File: config.mk
export PLATFORM = sky130hd
export DESIGN_NAME = uart_baud_gen_flat
export DESIGN_NICKNAME = d
export VERILOG_FILES = /design/src/rtl/uart_baud_gen_pkg.sv /design/src/rtl/uart_baud_gen_if.sv /design/src/rtl/uart_os_tick.sv /design/src/rtl/uart_baud_gen.sv /design/src/flat_wrapper.sv
export SDC_FILE = /design/constraint.sdc
export NUM_CORES = 1
export LEC_CHECK = 0
export ABC_AREA = 1
export CORE_MARGIN = 3
export CORE_UTILIZATION = 25
export DETAILED_ROUTE_END_ITERATION = 8
export HOLD_SLACK_MARGIN = 0.02
export PLACE_DENSITY = 0.47
export RECOVER_POWER = 50
export SLEW_MARGIN = 10
export SYNTH_ARGS = -nofsm -noshare
export SYNTH_HDL_FRONTEND = slang
export SYNTH_SLANG_ARGS = --single-unit
File: constraint.sdc
create_clock -name CLK -period 2.5 [get_ports CLK]
set_input_delay 0.25 -clock CLK [delete_from_list [all_inputs] [get_ports CLK]]
set_output_delay 0.25 -clock CLK [all_outputs]
set_load 0.02 [all_outputs]
File: src/rtl/uart_baud_gen_pkg.sv
// Package uart_pkg: shared types and constants for the UART bit-timing generator.
//   state_e    - generator FSM states (IDLE, RUN, HOLD)
//   MIN_DIV    - smallest legal clocks-per-bit; keeps bit_mid and bit_end on distinct cycles
//   DEF_*      - reset-time clock/baud defaults (DEF_DIV = 5208 clocks per bit)
//   clamp_div  - raises a requested divisor to MIN_DIV
package uart_pkg;

  typedef enum logic [1:0] {
    IDLE = 2'd0,
    RUN  = 2'd1,
    HOLD = 2'd2
  } state_e;

  localparam int unsigned MIN_DIV      = 4;
  localparam int unsigned DEF_CLK_FREQ = 50_000_000;
  localparam int unsigned DEF_BAUD     = 9600;
  localparam int unsigned DEF_DIV      = DEF_CLK_FREQ / DEF_BAUD;

  function automatic int unsigned clamp_div(input int unsigned div);
    return (div < MIN_DIV) ? MIN_DIV : div;
  endfunction

endpackage

File: src/rtl/uart_baud_gen_if.sv
// Interface uart_baud_gen_if: control and strobe bundle between a UART TX/RX controller
// (master) and the bit-timing generator (slave).
//   run, div_load, baud_div          - controller -> generator
//   div_err, busy, bit_mid, bit_end,
//   bit_idx, frame_done, os_tick     - generator -> controller / shift register
interface uart_baud_gen_if #(
  parameter int unsigned DIV_W = 16
) ();

  logic             run;
  logic             div_load;
  logic [DIV_W-1:0] baud_div;
  logic             div_err;
  logic             busy;
  logic             bit_mid;
  logic             bit_end;
  logic [3:0]       bit_idx;
  logic             frame_done;
  logic             os_tick;

  modport master (
    output run, div_load, baud_div,
    input  div_err, busy, bit_mid, bit_end, bit_idx, frame_done, os_tick
  );

  modport slave (
    input  run, div_load, baud_div,
    output div_err, busy, bit_mid, bit_end, bit_idx, frame_done, os_tick
  );

endinterface

File: src/rtl/uart_os_tick.sv
// Module uart_os_tick: oversample strobe counter for the UART bit-timing generator.
// Only instantiated when UART_BAUD_OS_EN is defined.
//   clk_i, rst_ni - clock, asynchronous active-low reset
//   en_i          - generator is timing a bit (os_tick_o gated by this)
//   restart_i     - counter is forced to 0 on the next cycle (bit start / not running)
//   os_div_i      - clocks per oversample tick (>= 1)
//   os_tick_o     - one-cycle pulse when the counter reaches os_div_i-1
module uart_os_tick #(
  parameter int unsigned W = 16
) (
  input  logic         clk_i,
  input  logic         rst_ni,
  input  logic         en_i,
  input  logic         restart_i,
  input  logic [W-1:0] os_div_i,
  output logic         os_tick_o
);

  logic [W-1:0] os_cnt_q, os_cnt_d;
  logic         at_end;

  assign at_end = (os_cnt_q == os_div_i - W'(1));

  always_comb begin
    os_cnt_d = os_cnt_q + W'(1);
    if (restart_i || at_end) begin
      os_cnt_d = '0;
    end
  end

  always_ff @(posedge clk_i or negedge rst_ni) begin
    if (!rst_ni) begin
      os_cnt_q <= '0;
    end else begin
      os_cnt_q <= os_cnt_d;
    end
  end

  assign os_tick_o = en_i && at_end;

endmodule

File: src/rtl/uart_baud_gen.sv
// Module uart_baud_gen: runtime-programmable UART bit-timing generator.
// Times one frame of FRAME_BITS bits per run request, emitting a mid-bit sample strobe,
// an end-of-bit strobe, the current bit index and a frame_done pulse on the last bit_end.
// Optional feature macro: UART_BAUD_OS_EN (adds the oversample counter driving os_tick).
//   CLK  - system clock, rising edge
//   RSTn - asynchronous reset, active low
//   bus  - uart_baud_gen_if slave modport (run/div_load/baud_div in; strobes and status out)
module uart_baud_gen
  import uart_pkg::*;
#(
  parameter int unsigned CLK_FREQ   = DEF_CLK_FREQ,
  parameter int unsigned BAUD       = DEF_BAUD,
  parameter int unsigned DIV_W      = 16,
  parameter int unsigned FRAME_BITS = 10,
  parameter int unsigned OVERSAMPLE = 16
) (
  input  logic           CLK,
  input  logic           RSTn,
  uart_baud_gen_if.slave bus
);

  localparam int unsigned      DefDiv  = CLK_FREQ / BAUD;
  localparam logic [DIV_W-1:0] DefDivW = DIV_W'(DefDiv);
  localparam logic [3:0]       LastIdx = 4'(FRAME_BITS - 1);

  if (FRAME_BITS < 2 || FRAME_BITS > 16 || OVERSAMPLE == 0 || (DefDiv >> DIV_W) != 0)
  begin : g_bad_param
    $error("uart_baud_gen: illegal parameter combination");
  end

  state_e           state_q, state_d;
  logic [DIV_W-1:0] div_q, div_d;
  logic [DIV_W-1:0] cnt_q, cnt_d;
  logic [3:0]       idx_q, idx_d;
  logic             mid_q, mid_d;
  logic             end_q, end_d;
  logic             done_q, done_d;
  logic             err_q, err_d;
  logic             bit_last;

  assign bit_last = (cnt_q == div_q - DIV_W'(1));

  always_comb begin
    state_d = state_q;
    div_d   = div_q;
    cnt_d   = cnt_q;
    idx_d   = idx_q;
    unique case (state_q)
      IDLE: begin
        cnt_d = '0;
        idx_d = '0;
        // A load in the same cycle as run takes effect for the frame being started.
        if (bus.div_load) begin
          div_d = DIV_W'(clamp_div(32'(bus.baud_div)));
        end
        if (bus.run) begin
          state_d = RUN;
        end
      end
      RUN: begin
        if (!bus.run) begin
          state_d = IDLE;
          cnt_d   = '0;
          idx_d   = '0;
        end else if (bit_last) begin
          cnt_d = '0;
          if (idx_q == LastIdx) begin
            idx_d   = '0;
            state_d = HOLD;
          end else begin
            idx_d = idx_q + 4'd1;
          end
        end else begin
          cnt_d = cnt_q + DIV_W'(1);
        end
      end
      HOLD: begin
        cnt_d = '0;
        idx_d = '0;
        // Re-arming requires run to drop first, so one run level never times two frames.
        if (!bus.run) begin
          state_d = IDLE;
        end
      end
      default: begin
        state_d = IDLE;
        cnt_d   = '0;
        idx_d   = '0;
      end
    endcase

    // Strobes are registered from next-state values so they line up with cnt_q/bit_idx.
    mid_d  = (state_d == RUN) && (cnt_d == (div_d >> 1));
    end_d  = (state_d == RUN) && (cnt_d == div_d - DIV_W'(1));
    done_d = end_d && (idx_d == LastIdx);
    err_d  = bus.div_load && (state_q != IDLE);
  end

  always_ff @(posedge CLK or negedge RSTn) begin
    if (!RSTn) begin
      state_q <= IDLE;
      div_q   <= DefDivW;
      cnt_q   <= '0;
      idx_q   <= '0;
      mid_q   <= 1'b0;
      end_q   <= 1'b0;
      done_q  <= 1'b0;
      err_q   <= 1'b0;
    end else begin
      state_q <= state_d;
      div_q   <= div_d;
      cnt_q   <= cnt_d;
      idx_q   <= idx_d;
      mid_q   <= mid_d;
      end_q   <= end_d;
      done_q  <= done_d;
      err_q   <= err_d;
    end
  end

  assign bus.busy       = (state_q != IDLE);
  assign bus.bit_mid    = mid_q;
  assign bus.bit_end    = end_q;
  assign bus.bit_idx    = idx_q;
  assign bus.frame_done = done_q;
  assign bus.div_err    = err_q;

`ifdef UART_BAUD_OS_EN
  logic [DIV_W-1:0] os_div;
  logic             os_restart;
  logic             os_tick;

  always_comb begin
    os_div = div_q / DIV_W'(OVERSAMPLE);
    if (os_div == '0) begin
      os_div = DIV_W'(1);
    end
  end

  // Realign the oversample phase whenever the next cycle starts a bit or leaves RUN.
  assign os_restart = (state_d != RUN) || (cnt_d == '0);

  uart_os_tick #(
    .W (DIV_W)
  ) u_os_tick (
    .clk_i     (CLK),
    .rst_ni    (RSTn),
    .en_i      (state_q == RUN),
    .restart_i (os_restart),
    .os_div_i  (os_div),
    .os_tick_o (os_tick)
  );

  assign bus.os_tick = os_tick;
`else
  assign bus.os_tick = 1'b0;
`endif

endmodule

File: src/flat_wrapper.sv
// flat-port wrapper written by rule: the top's interface ports become plain ports
module uart_baud_gen_flat import uart_pkg::*;
#(
  parameter int unsigned CLK_FREQ   = DEF_CLK_FREQ,
  parameter int unsigned BAUD       = DEF_BAUD,
  parameter int unsigned DIV_W      = 16,
  parameter int unsigned FRAME_BITS = 10,
  parameter int unsigned OVERSAMPLE = 16
)
  (CLK, RSTn, bus_run, bus_div_load, bus_baud_div, bus_div_err, bus_busy, bus_bit_mid, bus_bit_end, bus_bit_idx, bus_frame_done, bus_os_tick);
  uart_baud_gen_if #(.DIV_W(DIV_W)) bus_i ();
  input  logic CLK;
  input  logic RSTn;
  input wire logic [$bits(bus_i.run)-1:0] bus_run;
  input wire logic [$bits(bus_i.div_load)-1:0] bus_div_load;
  input wire logic [$bits(bus_i.baud_div)-1:0] bus_baud_div;
  output wire logic [$bits(bus_i.div_err)-1:0] bus_div_err;
  output wire logic [$bits(bus_i.busy)-1:0] bus_busy;
  output wire logic [$bits(bus_i.bit_mid)-1:0] bus_bit_mid;
  output wire logic [$bits(bus_i.bit_end)-1:0] bus_bit_end;
  output wire logic [$bits(bus_i.bit_idx)-1:0] bus_bit_idx;
  output wire logic [$bits(bus_i.frame_done)-1:0] bus_frame_done;
  output wire logic [$bits(bus_i.os_tick)-1:0] bus_os_tick;
  assign bus_i.run = bus_run;
  assign bus_i.div_load = bus_div_load;
  assign bus_i.baud_div = bus_baud_div;
  assign bus_div_err = bus_i.div_err;
  assign bus_busy = bus_i.busy;
  assign bus_bit_mid = bus_i.bit_mid;
  assign bus_bit_end = bus_i.bit_end;
  assign bus_bit_idx = bus_i.bit_idx;
  assign bus_frame_done = bus_i.frame_done;
  assign bus_os_tick = bus_i.os_tick;
  uart_baud_gen #(.CLK_FREQ(CLK_FREQ), .BAUD(BAUD), .DIV_W(DIV_W), .FRAME_BITS(FRAME_BITS), .OVERSAMPLE(OVERSAMPLE)) u_core (.CLK(CLK), .RSTn(RSTn), .bus(bus_i));
endmodule
Word level (Yosys, flattened, before mapping) --
Index checks and enable logic that the tools add are counted.
Word-level totals: bits of input ports 20, RAM bits 0, ROM bits 0, output and inout port bits 10, memories 0, logic and storage cells 43, register bits after elaboration 42, bits in latches 0
Operators by class: muxes and demuxes 16, $add $sub $neg 4, divide/modulo/power cells 0, shift-type cells 0, equality and inequality tests 8, multipliers 0, reductions and logical operators 6, $lt $le $gt $ge 1, bitwise operators 0
Operator list (number):
- $mux 16 | 6
- $eq 16x16->1 | 2
- $sub 16x1->16 const B | 2
- $add 16x1->16 const B | 1
- $eq 16x15->1 | 1
- $lt 16x3->1 const B | 1
- $mux 4 | 4
- $mux 2 | 5
- $eq 4x4->1 const B | 2
- $pmux 2 s3 | 1
- $add 4x1->4 const B | 1
- $eq 2x1->1 const B | 2
- $logic_and 1x1->1 | 4
- $eq 2x2->1 const B | 1
- $logic_not 2->1 | 1
- $reduce_bool 2->1 | 1

Longest topological paths before layout --
word-level depth 8, mapped depth 22, depth with buffers taken out 21

Worst setup path after synthesis --
Ideal clock, no wire load.
path kind reg-to-reg, start point register u_core.div_q[0], end point register u_core.done_q, in the netlist u_core.bus.frame_done, clock period less this slack 2.295 ns, buffers on the path 1, library setup time 0.080 ns, setup slack 0.205 ns, required time 2.420 ns, arrival 2.214 ns, stages on the path, launching flop included 20, cells stage by stage dfrtp_1 > inv_1 > ha_1 > nand3_4 > nor2_2 > nand2_1 > nand2_1 > nand2_1 > nor2_1 > nand2_1 > nor2_4 > nand2_2 > buf_6 > nand3_1 > nand2_1 > nand2_1 > nand2_1 > nor2_1 > nand3_2 > nor3_2
On the way: longest elaborated chain between the ends 8, elaborated cells between the ends (all ways) 19, classes of those cells 2 x add/sub; 4 x eq/ne; 11 x mux; 2 x reduce/logical
Ends and longest elaborated chain:
- start: declaration | RTL line uart_baud_gen.sv:32 | logic [DIV_W-1:0] div_q, div_d;
- start signal: assignment | RTL line uart_baud_gen.sv:102 | div_q <= DefDivW;
- start signal: assignment | RTL line uart_baud_gen.sv:111 | div_q <= div_d;
- $sub 16x1->16 | RTL line uart_baud_gen.sv:41 | assign bit_last = (cnt_q == div_q - DIV_W'(1));
- $eq 16x16->1 | RTL line uart_baud_gen.sv:41
- $mux 16 or $mux 2 (tied branches) | RTL line uart_baud_gen.sv:65 | end else if (bit_last) begin
- $mux 16 or $mux 2 (tied branches) | RTL line uart_baud_gen.sv:61 | if (!bus.run) begin
- $mux 16 or $pmux 2 s3 (tied branches) | RTL line uart_baud_gen.sv:48 | unique case (state_q)
- $eq 16x16->1 or $eq 2x1->1 (tied branches) | RTL line uart_baud_gen.sv:94 | end_d = (state_d == RUN) && (cnt_d == div_d - DIV_W'(1));
- $logic_and 1x1->1 | RTL line uart_baud_gen.sv:94
- $logic_and 1x1->1 (*) | RTL line uart_baud_gen.sv:95 | done_d = end_d && (idx_d == LastIdx);
- net u_core.done_d | RTL line uart_baud_gen.sv:37 | logic done_q, done_d;
- end signal: assignment | RTL line uart_baud_gen.sv:116 | done_q <= done_d;
- end: declaration | RTL line uart_baud_gen.sv:37
Mark *: on every way through the listed nets, which the timed path passes. The rest lies on a longest branch.

Final worst setup path --
Ends and elaborated chain as after synthesis.

==> Implementation_results.wiki <==
{| class="wikitable"
! Metric !! Value
|-
| CTS tree || built
|-
| First-pass GRT wire length || 23.8 mm
|-
| Smallest setup slack after layout || -0.0845 ns
|-
| Max Clock Skew || between 0.004 and 0.005 ns
|-
| Non-Filler Cell Area, Final || 6100 µm²
|-
| Cell count after placement || between 1,000 and 1,500
|-
| Worst-path fanout max || 10
|-
| Violations in the final reports || negative setup slack
|-
| Dominant cell type by area after synthesis || sky130_fd_sc_hd__nand2_1
|-
| Max cap viols || 0
|-
| Effective utilization at floorplan || 0.256
|-
| Cts bufs inserted || 5
|-
| Path type of the worst min-delay path || reg2reg
|-
| Clock latency of the later-clocked register in the worst-skew pair || between 0.2 and 0.3 ns
|-
| Worst stage delay on the critical path || about 0.41 ns
|-
| Synth Area per Inst || between 5 and 6 µm²
|-
| Number of hold violations in the final report || 0
|-
| Number of diodes || 0
|-
| Buffer depth of the longest clock path || 2
|-
| Post-layout power || 2.62 mW
|-
| Number of filler instances in the final layout || 1,777
|-
| Commonest non-fill, non-tap cell in the layout || sky130_fd_sc_hd__nand2_1
|-
| Floorplan row count || 46
|-
| Final slew viol count || 0
|-
| Wire length per cell after detailed routing || 13.6 µm
|-
| Total length of routed wires || between 10 and 15 mm
|-
| Netlist area before placement || 4080 µm²
|-
| Seq cells post-synth || 42
|-
| YS warnings || 0
|-
| Top library cells by usage in the layout, fill and taps aside || sky130_fd_sc_hd__nand2_1, sky130_fd_sc_hd__buf_4, sky130_fd_sc_hd__inv_1
|-
| Detailed Place HPWL || about 12 mm
|-
| Clock sinks || 42
|-
| CP Data Arrival Time || roughly 2.8 ns
|-
| Proportion of netlist area held by the largest area contributor || 0.232
|-
| Worst path cell trace || inv_2 -> buf_6 -> nand2_4 -> nor2_4 -> buf_4 -> nand2_2 -> nand2_1 -> o21a_1 -> nor2_4 -> nand2_4 -> buf_12 -> nand3_1 -> buf_4 -> nand2_1 -> o21ai_0 -> nor2_1 -> nand3_1 -> nor3_2
|-
| Area growth from synthesis to layout || 49.3%
|-
| Top-level I/O count || 30
|-
| Overall via count from detail_route || approximately 4,700
|-
| Per-cell via count in the routed design || about 4.3
|-
| All-layer global routing usage || 0.168
|-
| Final core utilization || 0.382
|-
| Max rail drop VDD || 0.251 mV
|-
| Setup repair after global routing missed its margin || true
|-
| Setup-violating endpoint count in the final report || 3
|-
| Layout cell share with drive strength beyond 1 || 0.271
|-
| Number of levels in the clock H-tree || 2
|-
| Headroom to the max-slew limit || 0.213
|-
| Cell area power density || between 400 and 500 nW/µm²
|-
| Cell count after synthesis || approximately 690
|-
| Die footprint || 17,900 µm²
|-
| Launching element type of the critical path || flop
|-
| Clock tree root driver cell || sky130_fd_sc_hd__clkbuf_16
|-
| Final critical path time including I/O delays and setup || 2.58 ns
|-
| Standard cell with the maximum stage delay on the critical path || sky130_fd_sc_hd__dfrtp_1
|-
| Number of input and output port buffers inserted || 28
|-
| Residual overflow from global routing || 0
|-
| Largest cells by area after synthesis || sky130_fd_sc_hd__nand2_1, sky130_fd_sc_hd__dfrtp_1, sky130_fd_sc_hd__inv_1
|-
| Crit share post-route || 1.03
|-
| Setup TNS || -0.190 ns
|-
| Number of detailed-routing iterations run before antenna repair || 5
|-
| Initial antenna violation count || 0
|-
| Largest net degree at the start of global routing || 23
|-
| Type of element capturing the critical path || flop
|-
| Via count of the first global-routing pass || between 4,000 and 5,000
|-
| Drt drc || 0
|-
| Worst EP required || between 2 and 3 ns
|-
| Peak clock frequency supported by timing || 387 MHz
|-
| Sequential-to-total area share from yosys stat || 0.259
|-
| Final estimated routing congestion in global placement || between 0.8 and 0.9
|-
| Die X-Extent || approximately 130 µm
|-
| Outcome || finished with violations
|-
| Post-route ant nets || 0
|-
| Number of different library cells in the post-synthesis netlist || 39
|-
| Die boundary height || 134 µm
|-
| Type of the worst setup path || reg2reg
|-
| Net total in the final layout || ~900
|-
| Floorplan Core Area || between 15,000 and 20,000 µm²
|-
| Footprint of the multi-input gates || between 2000 and 3000 µm²
|-
| Iteration-0 DRC count of the detailed router || ~280
|-
| Total nets after synthesis || ~720
|-
| Final instance count without filler cells || roughly 1,100
|-
| Register clock-pin slew on the reported worst setup and hold paths || 0.06 ns
|-
| Post-placement cell area || 5680 µm²
|-
| Leakage || ~3.3 nW
|-
| Least-Margin Pin Slew || around 1.2 ns
|-
| Storage cell area || around 1100 µm²
|}
Yosys cell counts:
cell type / number
sky130_fd_sc_hd__a21boi_0: 1
sky130_fd_sc_hd__a21oi_1: 5
sky130_fd_sc_hd__a21oi_4: 1
sky130_fd_sc_hd__a32o_1: 1
sky130_fd_sc_hd__and2_1: 2
sky130_fd_sc_hd__buf_1: 1
sky130_fd_sc_hd__buf_2: 2
sky130_fd_sc_hd__buf_4: 1
sky130_fd_sc_hd__buf_6: 3
sky130_fd_sc_hd__clkbuf_1: 1
sky130_fd_sc_hd__conb_1: 1
sky130_fd_sc_hd__dfrtp_1: 37
sky130_fd_sc_hd__dfstp_2: 5
sky130_fd_sc_hd__ha_1: 3
sky130_fd_sc_hd__inv_1: 111
sky130_fd_sc_hd__inv_2: 4
sky130_fd_sc_hd__nand2_1: 252
sky130_fd_sc_hd__nand2_2: 9
sky130_fd_sc_hd__nand2_4: 3
sky130_fd_sc_hd__nand3_1: 48
sky130_fd_sc_hd__nand3_2: 5
sky130_fd_sc_hd__nand3_4: 1
sky130_fd_sc_hd__nand3b_1: 3
sky130_fd_sc_hd__nand4_1: 23
sky130_fd_sc_hd__nor2_1: 94
sky130_fd_sc_hd__nor2_2: 9
sky130_fd_sc_hd__nor2_4: 5
sky130_fd_sc_hd__nor3_1: 8
sky130_fd_sc_hd__nor3_2: 1
sky130_fd_sc_hd__o211ai_1: 1
sky130_fd_sc_hd__o21a_1: 1
sky130_fd_sc_hd__o21ai_0: 12
sky130_fd_sc_hd__o21ai_1: 5
sky130_fd_sc_hd__o21ai_2: 2
sky130_fd_sc_hd__o22ai_1: 2
sky130_fd_sc_hd__or2_0: 1
sky130_fd_sc_hd__or2_2: 1
sky130_fd_sc_hd__xnor2_1: 10
sky130_fd_sc_hd__xor2_1: 19
worst max-delay path, delay by kind of cell (launching register included):
family	cells	cell delay, ns
simple gates	11	1.18
flops	1	0.41
compound gates	2	0.23
buf+inv	5	0.67
final cells by class:
class                           instances  share of cell area
Inverter                              115              0.0712
Clock buffer                            7              0.0234
Clock inverter                          1             0.00493
Timing Repair Buffer                  184               0.246
Tap cell                              216              0.0443
Multi-Input combinational cell        530               0.437
Sequential cell                        42               0.173
worst paths after layout:
path                                                 start                              end  slack [ns]  depth (start not counted)
max                              u_core.div_q[0]$_DFF_PN0_  u_core.bus.frame_done$_DFF_PN0_       -0.08                         18
min                        u_core.bus.bit_idx[1]$_DFF_PN0_  u_core.bus.bit_idx[1]$_DFF_PN0_        0.60                          2
max reg2reg                      u_core.div_q[0]$_DFF_PN0_  u_core.bus.frame_done$_DFF_PN0_       -0.08                         18
min reg2reg                u_core.bus.bit_idx[1]$_DFF_PN0_  u_core.bus.bit_idx[1]$_DFF_PN0_        0.60                          2
max in group asynchronous                             RSTn        u_core.div_q[2]$_DFF_PN0_        0.58                          3
min in group asynchronous                             RSTn  u_core.bus.bit_idx[1]$_DFF_PN0_        0.72                          2
registers in the layout (all words and copies together) (netlist names):
register,flops
u_core.cnt_q,16
u_core.bus.bit_end,1
u_core.bus.div_err,1
u_core.bus.bit_mid,1
u_core.bus.bit_idx,4
u_core.bus.frame_done,1
u_core.div_q,16
u_core.state_q,2
through the flow:
step | worst slack (ns) | hold slack [ns]
3_3_place_gp | -0.296 | 0.253
3_5_place_dp | -0.376 | 0.252
4_1_cts | -0.127 | 0.485
2_1_floorplan | 0.205 | -0.0456
6_report | -0.0845 | 0.598
5_1_grt | -0.349 | 0.655
repair_timing:
action | in CTS | in global routing
endpoints found under the hold margin | 20 | 0
hold buffers | 1 | 0
gates cloned | 0 | 3
buffers inserted | 5 | 2
gates resized for setup | 18 | 21
setup endpoints to repair | 3 | 6
pin swaps | 5 | 5
layer usage:
layer	wire (µm)	GRT usage	vias up
met5	0	0	-
met4	167	0.0286	0
met3	245	0.00938	10
met2	7010	0.286	53
met1	7460	0.239	2136
li1	-	-	2496
power breakdown:
part / leakage [nW] / total, mW / switching (mW) / internal [mW]
Sequential: 0.546 / 0.771 / 0.0468 / 0.724
Clock: 0.0841 / 0.766 / 0.267 / 0.499
Combinational: 2.65 / 1.08 / 0.597 / 0.484
cell families (layout without fill, tap and decap cells):
family / count (synthesis) / after routing / synth area share
other: 1 / 1 / 0.000919
xor gates and xnor gates: 29 / 29 / 0.0622
adders and majority gates: 3 / 3 / 0.00919
and+or+nand+nor: 465 / 466 / 0.502
DFF: 42 / 42 / 0.259
AOI/OAI and AO/OA: 31 / 31 / 0.0463
buffers and inverters: 123 / 307 / 0.120
Note: power is estimated with default switching activity, not from simulation.
